[src/rtl/c7bbiu_rd_resp.sv]
// BIU read-response path: routes AXI R beats by RID to IFU/LSU as registered
// one-cycle pulses, tracks outstanding reads per requester, flags protocol errors.
module c7bbiu_rd_resp #(
    parameter logic [3:0] RID_IFU   = 4'h0,
    parameter logic [3:0] RID_LSU   = 4'h1,
    parameter int         MAX_OUTST = 3
) (
    input  logic        clk,
    input  logic        resetn,
    input  logic        axi_r_valid,
    output logic        axi_r_ready,
    input  logic [3:0]  axi_r_id,
    input  logic [31:0] axi_r_data,
    input  logic [1:0]  axi_r_resp,
    input  logic        axi_r_last,
    input  logic        biu_ifu_rd_ack,
    input  logic        biu_lsu_rd_ack,
    output logic        axi_rdata_ifu_val,
    output logic        axi_rdata_lsu_val,
    output logic        biu_ifu_rd_val,
    output logic [31:0] biu_ifu_rd_data,
    output logic        biu_ifu_rd_err,
    output logic        biu_lsu_rd_val,
    output logic [31:0] biu_lsu_rd_data,
    output logic        biu_lsu_rd_err,
    output logic        biu_ifu_rd_pend,
    output logic        biu_lsu_rd_pend,
    output logic        biu_rd_proto_err,
    input  logic        proto_err_clr
);

    localparam logic [1:0] MAX_CNT = MAX_OUTST[1:0];

    logic       r_ready_reg;
    logic       accept;
    logic       id_ifu;
    logic       id_lsu;
    logic [1:0] hit;
    logic [1:0] ack;
    logic [1:0] under;
    logic [1:0] over;
    logic       proto_set;
    logic       proto_err_reg;
    logic       proto_err_next;

    assign accept = axi_r_valid & r_ready_reg;
    assign id_ifu = (axi_r_id == RID_IFU);
    assign id_lsu = (axi_r_id == RID_LSU);
    // IFU wins when both IDs are configured identically
    assign hit[0] = accept & id_ifu;
    assign hit[1] = accept & id_lsu & ~id_ifu;
    assign ack    = {biu_lsu_rd_ack, biu_ifu_rd_ack};

    always_ff @(posedge clk or negedge resetn) begin
        if (!resetn) r_ready_reg <= 1'b0;
        else         r_ready_reg <= 1'b1;
    end

    // Index 0 is the IFU requester, index 1 the LSU requester
    genvar gi;
    generate
        for (gi = 0; gi < 2; gi++) begin : gen_req
            logic [1:0]  cnt_reg;
            logic [1:0]  cnt_next;
            logic        under_next;
            logic        over_next;
            logic        val_reg;
            logic [31:0] data_reg;
            logic        err_reg;

            always_comb begin
                cnt_next   = cnt_reg;
                under_next = 1'b0;
                over_next  = 1'b0;
                case ({ack[gi], hit[gi]})
                    2'b10: begin
                        if (cnt_reg == MAX_CNT) over_next = 1'b1;
                        else                    cnt_next  = cnt_reg + 2'd1;
                    end
                    2'b01: begin
                        if (cnt_reg == 2'd0) under_next = 1'b1;
                        else                 cnt_next   = cnt_reg - 2'd1;
                    end
                    default: ;
                endcase
            end

            assign under[gi] = under_next;
            assign over[gi]  = over_next;

            always_ff @(posedge clk or negedge resetn) begin
                if (!resetn) begin
                    cnt_reg  <= 2'd0;
                    val_reg  <= 1'b0;
                    data_reg <= 32'd0;
                    err_reg  <= 1'b0;
                end else begin
                    cnt_reg <= cnt_next;
                    val_reg <= hit[gi];
                    if (hit[gi]) begin
                        data_reg <= axi_r_data;
                        err_reg  <= (axi_r_resp != 2'b00);
                    end
                end
            end
        end
    endgenerate

    assign proto_set = (accept & ~(id_ifu | id_lsu))
                     | (accept & ~axi_r_last)
                     | (|under) | (|over);
    assign proto_err_next = proto_set | (proto_err_reg & ~proto_err_clr);

    always_ff @(posedge clk or negedge resetn) begin
        if (!resetn) proto_err_reg <= 1'b0;
        else         proto_err_reg <= proto_err_next;
    end

    assign axi_r_ready       = r_ready_reg;
    assign axi_rdata_ifu_val = hit[0];
    assign axi_rdata_lsu_val = hit[1];
    assign biu_ifu_rd_val    = gen_req[0].val_reg;
    assign biu_ifu_rd_data   = gen_req[0].data_reg;
    assign biu_ifu_rd_err    = gen_req[0].err_reg;
    assign biu_lsu_rd_val    = gen_req[1].val_reg;
    assign biu_lsu_rd_data   = gen_req[1].data_reg;
    assign biu_lsu_rd_err    = gen_req[1].err_reg;
    assign biu_ifu_rd_pend   = |gen_req[0].cnt_reg;
    assign biu_lsu_rd_pend   = |gen_req[1].cnt_reg;
    assign biu_rd_proto_err  = proto_err_reg;

endmodule

[config.mk]
export PLATFORM = sky130hd
export DESIGN_NAME = c7bbiu_rd_resp
export DESIGN_NICKNAME = d
export VERILOG_FILES = /design/src/rtl/c7bbiu_rd_resp.sv
export SDC_FILE = /design/constraint.sdc
export NUM_CORES = 1
export LEC_CHECK = 0
export BUFFER_PORTS_ARGS = -buffer_cell sky130_fd_sc_hd__buf_2
export CAP_MARGIN = 20
export CORE_MARGIN = 5
export CORE_UTILIZATION = 40
export DETAILED_ROUTE_END_ITERATION = 8
export GPL_TIMING_DRIVEN = 1
export HOLD_SLACK_MARGIN = 0.05
export PLACE_DENSITY = 0.73
export SYNTH_ARGS = -nofsm -noshare
export SYNTH_HDL_FRONTEND = slang
export SYNTH_SLANG_ARGS = --single-unit
export TNS_END_PERCENT = 10
[constraint.sdc]
create_clock -name clk -period 5.9 [get_ports clk]
set_input_delay 0.59 -clock clk [delete_from_list [all_inputs] [get_ports clk]]
set_output_delay 0.59 -clock clk [all_outputs]
set_load 0.1 [all_outputs]
# Word-level counts from Yosys, hierarchy flattened
# Index checks and enable logic that the tools add are counted.
# classes
n_eq_ne,11
shifts,0
mux,14
n_reduce_logical,12
div_mod_pow,0
multipliers,0
add_sub_neg,4
n_lt_le_gt_ge,0
bitwise,16
# ops
op,count
2-bit equality test (second input constant),4
1-bit 2-to-1 mux,8
2-bit 2-to-1 mux,4
2-bit != test (second input constant),4
2-bit one-hot mux with 2 select lines,2
2-bit OR reduction,4
1-bit AND,7
3-bit AND reduction,2
2-bit nonzero test,3
1-bit bitwise OR,5
2-bit by 1-bit adder with 2-bit output (second input constant),2
2-bit by 1-bit equality test with 1-bit output (second input constant),2
4-bit by 1-bit equality test with 1-bit output (second input constant),1
2-bit logical NOT,2
4-bit logical NOT,1
1-bit NOT,4
2-bit by 1-bit subtractor with 2-bit output (second input constant),2
# totals
memories,0
register_bits,74
ramBits,0
input_bits,45
mem_bits_ro,0
latchBits,0

# Logic depth before layout (Yosys ltp)
# Gate-level depths: netlist (run 1).
# depth
ltp_word,9
depth_mapped,9
depth_no_buf,7

# Least setup slack after synthesis (run 1)
# OpenSTA, ideal clock, no wires.
# synth_timing
kind,flip-flop to flip-flop
from,reg r_ready_reg (netlist: axi_r_ready)
to,reg proto_err_reg (netlist: biu_rd_proto_err)
required_ns,5.761
path_stages_with_launch,9
slack_ns,2.964
arrival_ns,2.797
setup_time_ns,0.139
path_cell_list,dfrtp_1 nand2_1 nor3b_4 buf_6 inv_1 ha_1 nand3_1 o21ai_0 or4_1
# synth_between
word_cells_on_any_way,20
# synth_lines
item,line_no,rtl
from (decl),34,logic r_ready_reg;
from (signal assigned),55,if (!resetn) r_ready_reg <= 1'b0;
from (signal assigned),56,else r_ready_reg <= 1'b1;
1-bit AND *,46,assign accept = axi_r_valid & r_ready_reg;
1-bit AND *,50,assign hit[0] = accept & id_ifu;
named net axi_rdata_ifu_val,18,"output logic axi_rdata_ifu_val,"
2-bit by 1-bit equality test with 1-bit output,75,"case ({ack[gi], hit[gi]})"
1-bit 2-to-1 mux,75,
2-bit OR reduction,111,| (|under) | (|over);
1-bit bitwise OR,111,
1-bit bitwise OR *,111,
1-bit bitwise OR *,112,assign proto_err_next = proto_set | (proto_err_reg & ~proto_err_clr);
named net proto_err_next,44,logic proto_err_next;
to (signal assigned),116,else proto_err_reg <= proto_err_next;
to (decl),43,logic proto_err_reg;
# Mark *: on every way through the listed nets, which the timed path passes. The rest lies on a longest branch.
# A chain may end at the register's enable or synchronous reset.

# Worst setup path in the final report (run 1)
# layout_timing
from,in axi_r_id[1]
to,out axi_rdata_ifu_val
# layout_between
elab_chain_len,2
# layout_rtl
item,line_no,rtl
from (decl),12,"input logic [3:0] axi_r_id,"
4-bit logical NOT,47,assign id_ifu = (axi_r_id == RID_IFU);
1-bit AND,50,
to (decl),18,
# Every way passes these cells.

==> summary.txt, run 1 <==
Route
  • Pre-antenna DRT Iters: 3
  • DRC: 0
  • Avg WL per Cell: 14.2 um
  • Via density: approximately 4.7
  • Post-route ant nets: 0
  • DR iter-0 viols: 33
  • Final WL: 5920 um
  • DR vias: 1965

Global route
  • GRT Total Usage: around 14%
  • Largest net degree at the start of global routing: 75
  • First-pass GRT wire length: 9670 um
  • Met2 GRT Util: around 23%
  • M3 GR Usage: 4.69%
  • Vias in the first global route: ~2.1k
  • Most Used Layer, Global Route: met2
  • Met1 usage in global routing: 16.2%
  • Initial antenna violation count: 0
  • Total gr overflow: 0

STA
  • Final setup vio count: 0
  • Final hold viol count: 0
  • Clock skew: about 0.0053 ns
  • Final Cycle Share: 53.8%
  • Tmin final: 3.18 ns
  • RSZ-0062 raised after global routing: false
  • Slew @ Worst Pin: 0.909 ns
  • Slew Limit Fails: 0
  • Slew headroom: 39.4%
  • Maximum clock rate: 315 MHz
  • Setup TNS Final: 0 ns

Logic synthesis
  • Ys async rst share: 100%
  • Synth Instances: ~190
  • Seq/Total Area, Yosys: 62.8%
  • FF+latch count, synth: 74
  • Synth Flop Type: dfrtp_1
  • Most frequent cell after synthesis: dfrtp_1
  • Mapped cell area: about 2900 um^2
  • Synthesized area per cell: 15.3 um^2
  • Post-Synth Adder-Cell Area: 1.70%
  • Netlist cell types: 27
  • Synth Area in Compound Gates: 2.17%
  • Post-synth top cells: dfrtp_1, mux2_2, inv_1
  • Largest cells by area after synthesis: dfrtp_1, mux2_2, ha_1, mux2_1, buf_6
  • Multiplexer share of the synthesized area: 25.2%
  • Synth Area in XOR/XNOR: 0%
  • Post-synth top area share: 62.8%
  • Post-Synth Simple-Gate Area: 4.80%
  • Post-synth EDFFs: 0
  • Net count after synthesis: 242
  • Synth warnings: 0
  • Area leader, netlist: dfrtp_1
  • Largest family of logic cells by synthesized area: multiplexers

Placed design
  • GPL Wtd Cong: 0.692
  • Port buffer count: 118
  • Detail Placement HPWL: 4270 um
  • Placed instance area: 3610 um^2

Critical path
  • Startpoint Class: input port
  • Worst-path maximum fanout: 21
  • CP max stage cell: nor3b_4
  • Crit path required time: 5.31 ns
  • Most common cell on crit path: buf_2
  • Crit-path max cell delay: 0.75 ns
  • Path type of the worst setup path: input port to primary output
  • Critical Path End Type: primary output
  • WP data arrival: 2.59 ns
  • Cells on worst reg2reg path: 8
  • CP Cell Sequence: buf_2 > nor3_2 > nor3b_4 > buf_4 > buf_2

Power and ir drop
  • Power, Total: 2.05 mW
  • Int Pwr: 1.00 mW
  • Comb pwr share: about 47%
  • Switching share of power: 51.1%
  • PD cells: between 500 and 600 nW/um^2
  • Sequential Power Share: 32.8%
  • Clock network power share: 20.1%
  • Lkg Pwr: a little under 2 nW
  • Maximum vdd drop: 0.251 mV
  • Sw power: 1.05 mW

Die
  • Die area: 9180 um^2
  • FP Rows: 31
  • Die Span Y: 95.8 um
  • Io pins: about 120
  • Initial Util: between 40% and 50%
  • Core area: 7210 um^2
  • Die W: 95.8 um

Clocking
  • Worst-path clk slew: 0.07 ns
  • Buffers inserted during post-CTS setup optimization: 0
  • CTS max path bufs: 2
  • H-tree levels: 3
  • Clock Root Buffer: clkbuf_8
  • TritonCTS buffer count: 9
  • Hold_buf cts: 0
  • Skew-Pair Late Insertion Delay: 0.32 ns
  • Post-cts resize count: 0
  • Clock Sinks: 74
  • CTS tree: built

Run status
  • Outcome: complete, no violations

Hold path
  • Worst Hold Class: input port to async pin

Finish
  • Fill cells: 660
  • Ant diodes: 0
  • Nets: 364
  • Design area: 3810 um^2
  • Layout cells sized above 1: 63.0%
  • Area Growth Syn to Fin: 29.4%

Job
  • Max Cap Viol: 0
-- layout make-up --
cell class	instances	area, um^2	area share, %
Timing Repair Buffer	119	601	15.7
Tap cell	99	124	3.25
Clock inverter	5	80.1	2.10
Multi-Input combinational cell	104	1000	26.3
Inverter	7	26.3	0.689
Clock buffer	10	128	3.35
Sequential cell	74	1850	48.6
-- worst max-delay path, delay by kind of cell --
kind,cells,cell delay (ns)
AND/OR/NAND/NOR,2,0.97
buffers and inverters,3,1.01
-- worst paths after layout --
kind                                    startpoint                    end  slack (ns)
worst min-delay path                        resetn  gen_req[1].cnt_reg[1]        0.40
worst min register to register  biu_ifu_rd_data[1]     biu_ifu_rd_data[1]        0.49
worst max-delay path                   axi_r_id[1]      axi_rdata_ifu_val        2.72
worst max register to register         axi_r_ready       biu_rd_proto_err        3.22
max in group asynchronous                   resetn     biu_lsu_rd_data[8]        4.92
min in group clk                     axi_r_data[1]     biu_ifu_rd_data[1]        0.49
-- placed cells by master (no fill, tap or decap), drive strengths merged, types with 2 or more instances in the layout --
| master | n |
|---|---|
| clkbuf | 10 |
| a21oi | 4 |
| buf | 119 |
| dfrtp | 74 |
| nor2 | 2 |
| nand2b | 2 |
| nand3 | 2 |
| ha | 4 |
| mux2 | 66 |
| nor3 | 3 |
| o21ai | 4 |
| inv | 7 |
| bufinv | 2 |
| nand2 | 4 |
| or2 | 3 |
| clkinvlp | 2 |
-- per-stage QoR --
step                utilization, %  hold WS (ns)  cells  setup slack [ns]
CTS                           52.9         0.429    418              2.70
floorplan                        -         0.294    193              2.96
finish                        52.9         0.396    418              2.72
detailed placement            50.0         0.478    403              2.70
global route                  52.9         0.468    418              2.60
global placement              50.0         0.472    403              2.73
-- power by group through the flow --
stage                     clock [mW]  combinational [mW]  sequential [mW]
after floorplan                    0               0.154             1.34
after global placement             0               0.966            0.678
after detailed placement           0               0.973            0.681
after CTS                      0.429               0.973            0.673
after global routing           0.449               0.998            0.686
final                          0.411               0.966            0.672
-- metal layers --
| metal | up-vias | share of wire, % |
|---|---|---|
| met3 | 9 | 7.5 |
| met4 | 0 | 1.7 |
| met2 | 65 | 49 |
| li1 | 920 | - |
| met1 | 971 | 42 |
| met5 | - | 0 |
-- cell families after synthesis --
| group | Yosys count |
|---|---|
| flops | 74 |
| mux | 66 |
| simple gates | 22 |
| buf+inv | 15 |
| compound gates | 11 |
| fa+ha+maj | 4 |
| other cells | 1 |
(Power assumes the default switching activity.)
==> inputs of run 2 (changes only) <==
==> constraint.sdc (replaced) <==
create_clock -name clk -period 3.3 [get_ports clk]
set_input_delay 0.33 -clock clk [delete_from_list [all_inputs] [get_ports clk]]
set_output_delay 0.33 -clock clk [all_outputs]
set_load 0.1 [all_outputs]
==> run 2 against run 1 <==
Against the previous run: non-clock buffer count grew 2; sequential share of layout area is 0.19 points lower; cell count increased by 0.48%; highest routed layer unchanged; total power up 79%.
==> summary.txt, run 2 (same netlist as run 1, synthesis figures left out) <==
Die
  • Io pins: ~120
  • Initial Util: about two fifths
  • FP Rows: 31
  • Die area: 9180 um^2
  • Core area: 7210 um^2
  • Die W: 95.8 um
  • Die Span Y: 95.8 um

Clocking
  • Hold_buf cts: 0
  • H-tree levels: 3
  • Clock Sinks: 74
  • Skew-Pair Late Insertion Delay: about 0.33 ns
  • CTS max path bufs: 2
  • Worst-path clk slew: 0.07 ns
  • Clock Root Buffer: clkbuf_8
  • Buffers inserted during post-CTS setup optimization: 0
  • TritonCTS buffer count: 9
  • CTS tree: built
  • Post-cts resize count: 0

Hold path
  • Worst Hold Class: input port to async pin

Global route
  • Total gr overflow: 0
  • First-pass GRT wire length: 9540 um
  • Largest net degree at the start of global routing: 75
  • GRT Total Usage: 13.7%
  • Vias in the first global route: between 2k and 2.5k
  • Initial antenna violation count: 0

Route
  • Pre-antenna DRT Iters: 4
  • Post-route ant nets: 0
  • Final WL: 6050 um
  • DR vias: 1962
  • DR iter-0 viols: 31
  • Via density: 4.67
  • Avg WL per Cell: 14.4 um
  • DRC: 0

Power and ir drop
  • Lkg Pwr: roughly 2 nW
  • Sw power: 1.88 mW
  • Maximum vdd drop: 0.561 mV
  • Comb pwr share: 47.2%
  • Int Pwr: approximately 1.8 mW
  • PD cells: 958 nW/um^2
  • Switching share of power: 51.1%
  • Clock network power share: 20.0%
  • Sequential Power Share: 32.8%

Critical path
  • Startpoint Class: flip-flop
  • Critical Path End Type: primary output
  • Crit path required time: between 2 and 3 ns
  • WP data arrival: 1.85 ns
  • Path type of the worst setup path: flip-flop to primary output
  • Worst-path maximum fanout: 21

STA
  • RSZ-0062 raised after global routing: false
  • Final hold viol count: 0
  • Maximum clock rate: 460 MHz
  • Slew @ Worst Pin: 0.898 ns
  • Slew headroom: between 40% and 50%
  • Final setup vio count: 0
  • Tmin final: 2.18 ns
  • Clock skew: 0.00663 ns
  • Slew Limit Fails: 0
  • Hold WS: between 0.1 and 0.15 ns
  • Final Cycle Share: 65.9%
  • Setup TNS Final: 0 ns

Finish
  • Area Growth Syn to Fin: 29.9%
  • Ant diodes: 0
  • Area of the multi-input gates: around 1000 um^2
  • Nets: between 300 and 400
  • FF/Latch Area: 1850 um^2
  • Commonest non-fill, non-tap cell in the layout: buf_2
  • Layout cells sized above 1: 63.2%
  • Most frequent cells in the layout: buf_2, dfrtp_1, mux2_2, clkbuf_8, inv_1
  • Fill cells: 671

Job
  • Max Cap Viol: 0

Placed design
  • Detail Placement HPWL: 4480 um
  • Port buffer count: between 100 and 150
  • GPL Wtd Cong: 0.723

Run status
  • Outcome: complete, no violations
==> run 2: path summary, 6_finish.rpt <==
path | from | slack, ns | to | depth (start not counted)
max in group asynchronous | resetn | 2.60 | biu_lsu_rd_data[26] | 1
min in group clk | axi_r_data[2] | 0.23 | biu_ifu_rd_data[2] | 2
hold reg to reg | biu_ifu_rd_data[2] | 0.49 | biu_ifu_rd_data[2] | 1
setup reg to reg | axi_r_ready | 1.23 | biu_rd_proto_err | 8
setup / recovery | axi_r_ready | 1.12 | axi_rdata_ifu_val | 4
hold / removal | resetn | 0.12 | gen_req[1].cnt_reg[1] | 1
==> run 2: cell type report <==
class,count,area share [%]
clock inverters,5,2.09
flip-flops and latches,74,48.4
well taps,99,3.24
inverters,7,0.686
multi-input cells,104,26.2
repair buffers,121,16.1
clock buffers,10,3.33
==> run 2: power by group through the flow <==
stage | clock, mW | sequential [mW] | combinational (mW)
after floorplan | 0 | 2.40 | 0.275
after global placement | 0 | 1.21 | 1.73
after detailed placement | 0 | 1.22 | 1.74
after CTS | 0.765 | 1.20 | 1.74
after global routing | 0.806 | 1.23 | 1.78
final | 0.735 | 1.20 | 1.73
==> run 2: critical path, stage by stage, from the launching register on <==
cell     delay (ns)
dfrtp_1        0.36
nand2_1        0.11
nor3b_4        0.24
buf_4          0.31
buf_2          0.49
==> run 2: per-stage QoR <==
step                std cells  area, um^2  power (mW)  setup slack (ns)  utilization [%]
floorplan                 193        2950        2.67             0.364                -
global placement          405        3620        2.94              1.04             50.2
detailed placement        405        3620        2.96              1.00             50.2
CTS                       420        3830        3.71              1.09             53.1
global route              420        3830        3.82             0.977             53.1
finish                    420        3830        3.67              1.12             53.1
==> run 2: layer usage <==
| layer | track usage (%) | share of wire (%) | wire length, um | vias to the layer above |
|---|---|---|---|---|
| li1 | - | - | - | 922 |
| met1 | 15.5 | 39 | 2380 | 969 |
| met2 | 22.9 | 51 | 3060 | 65 |
| met3 | 5.86 | 9.2 | 557 | 6 |
| met4 | 5.21 | 0.88 | 53 | 0 |
| met5 | 0 | 0 | 0 | - |
==> inputs of run 3 (changes only) <==
--- a/config.mk
+++ b/config.mk
@@ -12,7 +12,7 @@
 export DETAILED_ROUTE_END_ITERATION = 8
 export GPL_TIMING_DRIVEN = 1
 export HOLD_SLACK_MARGIN = 0.05
-export PLACE_DENSITY = 0.73
+export PLACE_DENSITY = 0.76
 export SYNTH_ARGS = -nofsm -noshare
 export SYNTH_HDL_FRONTEND = slang
 export SYNTH_SLANG_ARGS = --single-unit
==> constraint.sdc (replaced) <==
create_clock -name clk -period 1.9 [get_ports clk]
set_input_delay 0.19 -clock clk [delete_from_list [all_inputs] [get_ports clk]]
set_output_delay 0.19 -clock clk [all_outputs]
set_load 0.1 [all_outputs]
==> run 3 against run 2 <==
Against the previous run: routed wire length rose by 2.1%; combinational power grew 75%; register-to-register slack worse by 1.1 ns; die area unchanged; clock power up 85%; hold slack got worse by 0.037 ns; clock-buffer cell count is 1 higher; total power rose by 77%; critical path depth is the same; cell count grew 0.71%; sequential power is 74% higher; cell area up 3.1%.
==> summary.txt, run 3 (same netlist as run 1, synthesis figures left out) <==
Critical path
  • CP Cell Sequence: nand2_4 > nor3b_4 > buf_6 > buf_12
  • R2r startpoint: axi_r_ready
  • Path type of the worst setup path: flip-flop to primary output
  • Crit path required time: 1.71 ns
  • Cells on worst reg2reg path: 7
  • Worst-path maximum fanout: 20
  • Crit-path max cell delay: 0.43 ns
  • Critical Path End Type: primary output
  • Reg2reg setup slack: 0.12 ns
  • CP max stage cell: dfrtp_4
  • Startpoint Class: flip-flop
  • Crit. Startpoint: axi_r_ready
  • WP data arrival: 1.61 ns
  • FF-to-FF End: biu_rd_proto_err

Die
  • Die W: 95.8 um
  • Die Span Y: roughly 96 um
  • Initial Util: 40.8%
  • Io pins: roughly 120
  • Core area: 7210 um^2
  • FP Rows: 31
  • Die area: slightly above 9000 um^2

Global route
  • Vias in the first global route: 2048
  • GRT Total Usage: approximately 14%
  • Met2 GRT Util: around 23%
  • Initial antenna violation count: 0
  • First-pass GRT wire length: 9920 um
  • Most Used Layer, Global Route: met2
  • M3 GR Usage: about 5.9%
  • Met1 usage in global routing: 17.2%
  • Total gr overflow: 0
  • Largest net degree at the start of global routing: 39

Finish
  • Commonest non-fill, non-tap cell in the layout: buf_2
  • Nets: approximately 370
  • Fill cells: 628
  • Final cell count without fillers: 423
  • FF/Latch Area: around 1900 um^2
  • Ant diodes: 0
  • Area of the multi-input gates: 1030 um^2
  • Most frequent cells in the layout: buf_2, dfrtp_1, mux2_2, clkbuf_8, inv_1
  • Layout cells sized above 1: 65.1%
  • Area Growth Syn to Fin: 34.0%

Hold path
  • Hold path cells: 2
  • Worst Hold Class: input port to flip-flop
  • Min-delay src: axi_r_data[17]
  • Worst Hold Path EP: biu_ifu_rd_data[17]

STA
  • Setup TNS Final: 0 ns
  • Tmin final: 1.80 ns
  • RSZ-0062 raised after global routing: false
  • Maximum clock rate: 556 MHz
  • Final hold viol count: 0
  • Slew @ Worst Pin: just over 0.5 ns
  • Slew Limit Fails: 0
  • Clock skew: 0.0109 ns
  • Final Cycle Share: 94.7%
  • Final setup vio count: 0
  • Slew headroom: 65.9%
  • Final WS setup: between 0.1 and 0.15 ns

Route
  • Avg WL per Cell: 14.6 um
  • Pre-antenna DRT Iters: 4
  • Post-route ant nets: 0
  • DR iter-0 viols: 20
  • DR vias: 2008
  • Final WL: 6180 um
  • DRC: 0
  • Via density: ~4.7

Placed design
  • Post-Place Worst Slack: 0.0251 ns
  • GPL Wtd Cong: 0.755
  • Detail Placement HPWL: about 4600 um
  • Placed insts: 407
  • Port buffer count: 118

Clocking
  • CTS max path bufs: 2
  • Clock Root Buffer: clkbuf_8
  • Clock Sinks: 74
  • CTS tree: built
  • Buffers inserted during post-CTS setup optimization: 0
  • Worst-path clk slew: roughly 0.07 ns
  • H-tree levels: 3
  • Skew-Pair Late Insertion Delay: 0.34 ns
  • TritonCTS buffer count: 9

Job
  • Max Cap Viol: 0

Power and ir drop
  • Clock network power share: 21.0%
  • Int Pwr: about 3.2 mW
  • Comb pwr share: 46.7%
  • Sequential Power Share: between 30% and 40%
  • Lkg Pwr: just over 2 nW
  • Maximum vdd drop: 0.827 mV
  • Sw power: 3.28 mW
  • Power, Total: 6.48 mW
  • Switching share of power: between 50% and 60%
  • PD cells: 1640 nW/um^2

Run status
  • Outcome: complete, no violations
==> run 3: worst max path at each step <==
stage,end,slack [ns],depth (start not counted)
after CTS,axi_rdata_ifu_val,0.05,4
after detailed placement,biu_rd_proto_err,0.03,8
final,axi_rdata_ifu_val,0.10,4
after global routing,axi_rdata_ifu_val,0.005,4
after floorplan,biu_rd_proto_err,-0.41,8
after global placement,biu_rd_proto_err,0.10,8
==> run 3: what timing repair did <==
| action | CTS | global route |
|---|---|---|
| hold buffers | 1 | 0 |
| setup endpoints to repair | 1 | 0 |
| hold endpoints to repair | 37 | 0 |
| gates resized for setup | 1 | 0 |
==> run 3: worst max-delay path: cells and delay by family, from the launching register on <==
family	cells	cell delay (ns)
buf+inv	2	0.48
flops	1	0.43
simple gates	2	0.36
==> run 3: stage by stage <==
step | hold WS, ns | utilization, % | cell area, um^2
after floorplan | -0.106 | - | 3000
after global placement | 0.190 | 51.4 | 3710
after detailed placement | 0.194 | 51.4 | 3710
after CTS | 0.0621 | 54.7 | 3950
after global routing | 0.0699 | 54.7 | 3950
final | 0.0869 | 54.7 | 3950
==> run 3: final cells by class <==
class / count / share of cell area (%)
clock buffer: 11 / 3.83
clock inverter: 4 / 1.87
inverter: 7 / 0.729
multi-input combinational: 104 / 26.0
sequential: 74 / 47.0
tap: 99 / 3.14
timing repair buffer: 124 / 17.4
==> run 3: power by group through the flow <==
stage	registers, mW	logic [mW]	clock network, mW
2_1_floorplan	4.16	0.485	0
3_3_place_gp	2.10	3.02	0
3_5_place_dp	2.12	3.04	0
4_1_cts	2.10	3.04	1.41
5_1_grt	2.14	3.11	1.49
6_report	2.09	3.02	1.36
==> run 3: layer usage <==
layer  share of wire, %  wire length [um]  vias up
li1                   -                 -      930
met1                 41              2510      990
met2                 48              2970       76
met3                9.7               598       12
met4                1.6                99        0
met5                  0                 0        -
